===== config.mk =====
export PLATFORM = sky130hd
export DESIGN_NAME = dispense_sequencer
export DESIGN_NICKNAME = d
export VERILOG_FILES = /design/src/rtl/food_machine_pkg.sv /design/src/rtl/dispense_timer.sv /design/src/rtl/dispense_sequencer.sv
export SDC_FILE = /design/constraint.sdc
export NUM_CORES = 1
export LEC_CHECK = 0
export ABC_CLOCK_PERIOD_IN_PS = 2600
export CORE_MARGIN = 2
export CORE_UTILIZATION = 38
export CTS_CLUSTER_SIZE = 16
export DETAILED_ROUTE_END_ITERATION = 10
export HOLD_SLACK_MARGIN = 0.15
export SLEW_MARGIN = 20
export SYNTH_ARGS = -nofsm -noshare
export SYNTH_HDL_FRONTEND = slang
export SYNTH_SLANG_ARGS = --single-unit

===== constraint.sdc =====
create_clock -name clock -period 2.6 [get_ports clock]
set_clock_uncertainty 0.15 [all_clocks]
set_input_delay 0.52 -clock clock [delete_from_list [all_inputs] [get_ports clock]]
set_output_delay 0.52 -clock clock [all_outputs]
set_load 0.02 [all_outputs]

===== src/rtl/food_machine_pkg.sv =====
// Shared definitions for the food machine: item/status codes, sequencer states,
// credit and timer widths, and the item-to-output decode.
package food_machine_pkg;

    localparam int unsigned CREDIT_W = 6;
    localparam int unsigned ITEM_W   = 2;
    localparam int unsigned TIMER_W  = 26;

    localparam logic [ITEM_W-1:0] ITEM_PIZZA   = 2'd0;
    localparam logic [ITEM_W-1:0] ITEM_BURGUER = 2'd1;
    localparam logic [ITEM_W-1:0] ITEM_TORTA   = 2'd2;
    localparam logic [ITEM_W-1:0] ITEM_SODA    = 2'd3;

    localparam logic [1:0] ST_OK         = 2'd0;
    localparam logic [1:0] ST_INSUFF     = 2'd1;
    localparam logic [1:0] ST_SOLDOUT    = 2'd2;
    localparam logic [1:0] ST_DEBIT_FAIL = 2'd3;

    typedef enum logic [2:0] {
        S_IDLE,
        S_CHECK,
        S_DEBIT,
        S_DISPENSE,
        S_COOLDOWN,
        S_REJECT
    } seq_state_e;

    // Bit order matches {soda, torta, burguer, pizza}.
    function automatic logic [3:0] item_onehot(input logic [ITEM_W-1:0] item);
        logic [3:0] oh;
        oh = '0;
        unique case (item)
            ITEM_PIZZA:   oh = 4'b0001;
            ITEM_BURGUER: oh = 4'b0010;
            ITEM_TORTA:   oh = 4'b0100;
            ITEM_SODA:    oh = 4'b1000;
            default:      oh = '0;
        endcase
        return oh;
    endfunction

endpackage


===== src/rtl/dispense_timer.sv =====
// Loadable down-counter shared by the debit timeout, dispense and cooldown phases.
// Stops at 1 (no wrap); done is high while the count is 1.
module dispense_timer
    import food_machine_pkg::*;
(
    input  logic               clk_i,
    input  logic               rst_i,
    input  logic               load_i,
    input  logic [TIMER_W-1:0] load_val_i,
    output logic               done_o
);

    logic [TIMER_W-1:0] cnt_q;
    logic [TIMER_W-1:0] cnt_d;

    always_comb begin
        cnt_d = cnt_q;
        if (load_i) begin
            cnt_d = load_val_i;
        end else if (cnt_q > TIMER_W'(1)) begin
            cnt_d = cnt_q - TIMER_W'(1);
        end
    end

    always_ff @(posedge clk_i) begin
        if (rst_i) begin
            cnt_q <= '0;
        end else begin
            cnt_q <= cnt_d;
        end
    end

    assign done_o = (cnt_q == TIMER_W'(1));

endmodule


===== src/rtl/dispense_sequencer.sv =====
// Order sequencer: price check, debit handshake, timed one-hot product pulse, cooldown.
// Optional per-item stock counting is enabled by defining DISPENSE_INVENTORY_EN.
module dispense_sequencer
    import food_machine_pkg::*;
#(
    parameter int unsigned DISPENSE_CYCLES = 50000000,
    parameter int unsigned COOLDOWN_CYCLES = 25000000,
    parameter int unsigned DEBIT_TIMEOUT   = 16
`ifdef DISPENSE_INVENTORY_EN
    ,
    parameter int unsigned STOCK_INIT      = 7
`endif
) (
    input  logic                clock,
    input  logic                reset,
    input  logic                req_valid,
    input  logic [ITEM_W-1:0]   req_item,
    input  logic [CREDIT_W-1:0] req_price,
    output logic                req_ready,
    input  logic [CREDIT_W-1:0] saldo_in,
    output logic                debit_valid,
    output logic [CREDIT_W-1:0] debit_amount,
    input  logic                debit_ack,
    output logic                pizza,
    output logic                burguer,
    output logic                torta,
    output logic                soda,
    output logic                busy,
    output logic                status_valid,
    output logic [1:0]          status
);

    seq_state_e          state_q, state_d;
    logic [ITEM_W-1:0]   item_q;
    logic [CREDIT_W-1:0] price_q;
    logic [1:0]          code_q, code_d;
    logic [1:0]          status_q;
    logic [3:0]          prod_q, prod_d;
    logic                soldout;
    logic                insuff;
    logic                tmr_load;
    logic [TIMER_W-1:0]  tmr_val;
    logic                tmr_done;

    assign insuff = (saldo_in < price_q);

`ifdef DISPENSE_INVENTORY_EN
    logic [3:0][3:0] stock_q;

    always_ff @(posedge clock) begin
        if (reset) begin
            stock_q <= {4{4'(STOCK_INIT)}};
        end else if (state_q == S_DEBIT && state_d == S_DISPENSE && stock_q[item_q] != 4'd0) begin
            stock_q[item_q] <= stock_q[item_q] - 4'd1;
        end
    end

    assign soldout = (stock_q[item_q] == 4'd0);
`else
    assign soldout = 1'b0;
`endif

    dispense_timer u_timer (
        .clk_i      (clock),
        .rst_i      (reset),
        .load_i     (tmr_load),
        .load_val_i (tmr_val),
        .done_o     (tmr_done)
    );

    always_ff @(posedge clock) begin
        if (reset) begin
            state_q  <= S_IDLE;
            item_q   <= '0;
            price_q  <= '0;
            code_q   <= ST_OK;
            status_q <= ST_OK;
            prod_q   <= '0;
        end else begin
            state_q  <= state_d;
            code_q   <= code_d;
            status_q <= status;
            prod_q   <= prod_d;
            if (req_valid && req_ready) begin
                item_q  <= req_item;
                price_q <= req_price;
            end
        end
    end

    always_comb begin
        state_d = state_q;
        code_d  = code_q;
        unique case (state_q)
            S_IDLE: begin
                if (req_valid) state_d = S_CHECK;
            end
            S_CHECK: begin
                if (soldout || insuff) begin
                    state_d = S_REJECT;
                    code_d  = soldout ? ST_SOLDOUT : ST_INSUFF;
                end else begin
                    state_d = S_DEBIT;
                end
            end
            S_DEBIT: begin
                // An ack on the last timeout cycle still wins over the abort.
                if (debit_ack) begin
                    state_d = S_DISPENSE;
                end else if (tmr_done) begin
                    state_d = S_REJECT;
                    code_d  = ST_DEBIT_FAIL;
                end
            end
            S_DISPENSE: begin
                if (tmr_done) state_d = S_COOLDOWN;
            end
            S_COOLDOWN: begin
                if (tmr_done) state_d = S_IDLE;
            end
            S_REJECT: begin
                state_d = S_IDLE;
            end
            default: begin
                state_d = S_IDLE;
            end
        endcase
    end

    always_comb begin
        tmr_load = 1'b0;
        tmr_val  = '0;
        if (state_d != state_q) begin
            unique case (state_d)
                S_DEBIT: begin
                    tmr_load = 1'b1;
                    tmr_val  = TIMER_W'(DEBIT_TIMEOUT);
                end
                S_DISPENSE: begin
                    tmr_load = 1'b1;
                    tmr_val  = TIMER_W'(DISPENSE_CYCLES);
                end
                S_COOLDOWN: begin
                    tmr_load = 1'b1;
                    tmr_val  = TIMER_W'(COOLDOWN_CYCLES);
                end
                default: begin
                    tmr_load = 1'b0;
                end
            endcase
        end
    end

    // Product outputs are registered from the next state so they track DISPENSE exactly.
    always_comb begin
        prod_d       = (state_d == S_DISPENSE) ? item_onehot(item_q) : '0;
        req_ready    = (state_q == S_IDLE);
        busy         = (state_q != S_IDLE);
        debit_valid  = (state_q == S_DEBIT);
        debit_amount = (state_q == S_DEBIT) ? price_q : '0;
        status_valid = 1'b0;
        status       = status_q;
        if (state_q == S_REJECT) begin
            status_valid = 1'b1;
            status       = code_q;
        end else if (state_q == S_DISPENSE && tmr_done) begin
            status_valid = 1'b1;
            status       = ST_OK;
        end
    end

    assign pizza   = prod_q[0];
    assign burguer = prod_q[1];
    assign torta   = prod_q[2];
    assign soda    = prod_q[3];

endmodule


==> reports/qor.yml <==
seq_area_um2: 901
area_growth_pct: 47.3
setup_viol: 28
insertion_delay_ps: 310
wl_um: 6030
start_kind: "flip-flop"
maxCapViolations: 0
synth_cell_types: 41
max_freq_mhz: 364
tightest_slew_ps: 453
grt_pass1_vias: 2097
cpPeakStageDelay_ps: 550
async_reset_ff_share_pct: 0
synth_area_um2: 2240
grt_setup_unrepaired: "yes"
yosysWarningCount: 0
antenna_found_initial: 0
cts_tree: "yes"
period_share_pct: 106
cts_buffers: 5
wl_per_cell_um: 14.1
drt_pass1_iterations: 4
drt-initial-drc-count: 96
synth_edf_count: 0
grt_first_pass_wirelength_um: 9760
port_buffers: 33
synth_area_per_cell_um2: 8.22
yosysSeqAreaShare_pct: 40.1
utilization_pct: 58.9
gr-usage-all-layers_pct: 19.1
cpMaxStageDelayCell: "or4_4"
synth_top_family_by_area: "simple AND/OR/NAND/NOR gates"
path_max_fanout: 4
clock_sinks: 45
synth_xor_area_share_pct: 8.97
num_io_pins: 34
diodes: 0
power_per_cell_area_nw_per_um2: 1190
multi_input_area_um2: 1440
critical_path.top_delay_family: "simple AND/OR/NAND/NOR gates"
die-area_um2: 6540
setup_slack_ps: -145
synth_area_leaders: "dfxtp_1 (40%), xnor2_1 (5.5%), a21oi_1 (5.1%)"
die_w_um: 80.9
violations: "negative setup slack"
coreArea_um2: 5610
path_cells: "or4_4, nor4_4, nand3_2, o21ai_2, a21oi_2, buf_4"
hold_violations: 0
yosysTopAreaCell: "dfxtp_1"
synth_compound_area_share_pct: 16.0
fillCellCount: 529
postCtsHoldBufs: 0
drt-vias-per-instance: 5.34
layout.nets: 381
slew_viol_final: 0
yosys.area_share.simple_pct: 27.2
vdd_drop_max_mv: 0.528
cts_root_buf: "clkbuf_8"
fp.dieH_um: 80.9
antenna_left: 0
yosysTopAreaCellShare_pct: 40.1
crit_required_ps: 1930
ys_ff_latch: 45
syn_inst: 273
clk_path_buf_depth: 2
synth-adder-area-share_pct: 3.90
netlist_top_cells_count: "dfxtp_1 (45), nand2_1 (28), a21oi_1 (23), nor2_1 (21), nor3_1 (19)"
fin_worst_hold_slack_ps: 308
synth_top_flop_cell: "dfxtp_1"
synthMostInstantiatedCell: "dfxtp_1"
fin_crit_ps: 2750
worstPathArrival_ps: 2080
muxShareOfSynthArea_pct: 0.446
hold_class: "flip-flop to flip-flop"
row_count: 27
synth_nets: 298
grt_overflow: 0
vias: 2289
critPathBufInv: 1
drcViolationCount: 0
dp_hpwl_um: 4270
h-tree-depth: 2
clkTransAtPathRegs_ps: 80
end_kind: "output pin"
critPathKind: "flip-flop to output pin"
leakage_nw: 1.33
outcome: "complete, but fails checks"
drive_gt1_share_pct: 27.2
start_util_pct: 40.0
globalplace.congestion: 0.818
grt_max_degree: 20
slew_headroom_pct: 69.8
-- final cells by class --
type                       count  area share (%)
clock buffer                   6            2.50
clock inverter                 2            1.14
inverter                      13            1.48
multi-input combinational    209            43.7
sequential                    45            27.3
tap                           72            2.73
timing repair buffer          82            21.2
-- what timing repair did --
action | CTS | global route
gates cloned | 1 | 0
gates resized for setup | 42 | 26
buffers inserted | 4 | 3
endpoints found under the setup margin | 32 | 40
pin swaps | 11 | 14
hold endpoints to repair | 0 | 0
-- power breakdown --
group,switching (W),internal (W),leakage (nW),total (W)
Combinational,0.00119,0.00119,0.907,0.00238
Clock,0.000246,0.000313,0.0574,0.000559
Sequential,0.000121,0.000876,0.368,0.000997
-- layout by cell type (no fill, tap or decap), types with 8 or more instances in the layout --
cell type	synthesis	routed
buf_4	0	50
dfxtp_1	45	45
nand2_1	28	27
clkdlybuf4s50_1	0	27
nor2_1	21	19
nor3_1	19	18
a21oi_1	23	14
xnor2_1	14	14
inv_1	13	13
a21oi_2	0	9
xor2_1	9	9
o21ai_1	2	8
-- stage by stage --
stage               setup TNS [ps]  instance area (um^2)  setup slack, ps  cells  total power (W)
floorplan                        0                  2240             79.2    273          0.00223
global placement            -12960                  2950             -498    413          0.00298
detailed placement          -14810                  2950             -602    413          0.00300
CTS                          -1860                  3190             -168    426          0.00378
global route                 -4140                  3310             -211    429          0.00421
finish                       -1910                  3310             -145    429          0.00394
-- logic make-up (layout without fill, tap and decap cells) --
kind of cell    count (synthesis)  in the layout
flops                          45             45
mux                             1              1
simple gates                  116            116
compound gates                 61             62
fa+ha+maj                       7              7
buf+inv                        20            103
xor+xnor                       23             23
-- tightest hold or removal path, delay by kind of cell (launching register included) --
family,cells,cell delay [ps]
DFF,1,310
and+or+nand+nor,1,50
AOI/OAI and AO/OA,1,50
-- registers in the layout, indices dropped and copies added, names as in the netlist --
register,cells
status_q,2
prod_q,4
u_timer.cnt_q,26
state_q,3
price_q,6
item_q,2
code_q,2
-- layer usage --
| layer | global-route usage (%) | up-vias | part of all wire, % |
|---|---|---|---|
| met5 | 0 | - | 0 |
| met4 | 5.25 | 0 | 1.6 |
| met3 | 3.67 | 14 | 3.3 |
| met2 | 29.8 | 53 | 47 |
| met1 | 26.8 | 1087 | 48 |
| li1 | - | 1135 | - |
-- final timing paths --
check / from / endpoint / slack [ps] / cells after the start
worst max-delay path: u_timer.cnt_q[9]$_SDFFE_PP0P_ / status[0] / -150 / 6
worst min-delay path: price_q[4]$_SDFFE_PP0P_ / price_q[4]$_SDFFE_PP0P_ / 310 / 2
worst max register to register: u_timer.cnt_q[9]$_SDFFE_PP0P_ / u_timer.cnt_q[24]$_SDFFE_PP0P_ / -100 / 9
worst min register to register: price_q[4]$_SDFFE_PP0P_ / price_q[4]$_SDFFE_PP0P_ / 310 / 2
(Power assumes the default switching activity.)
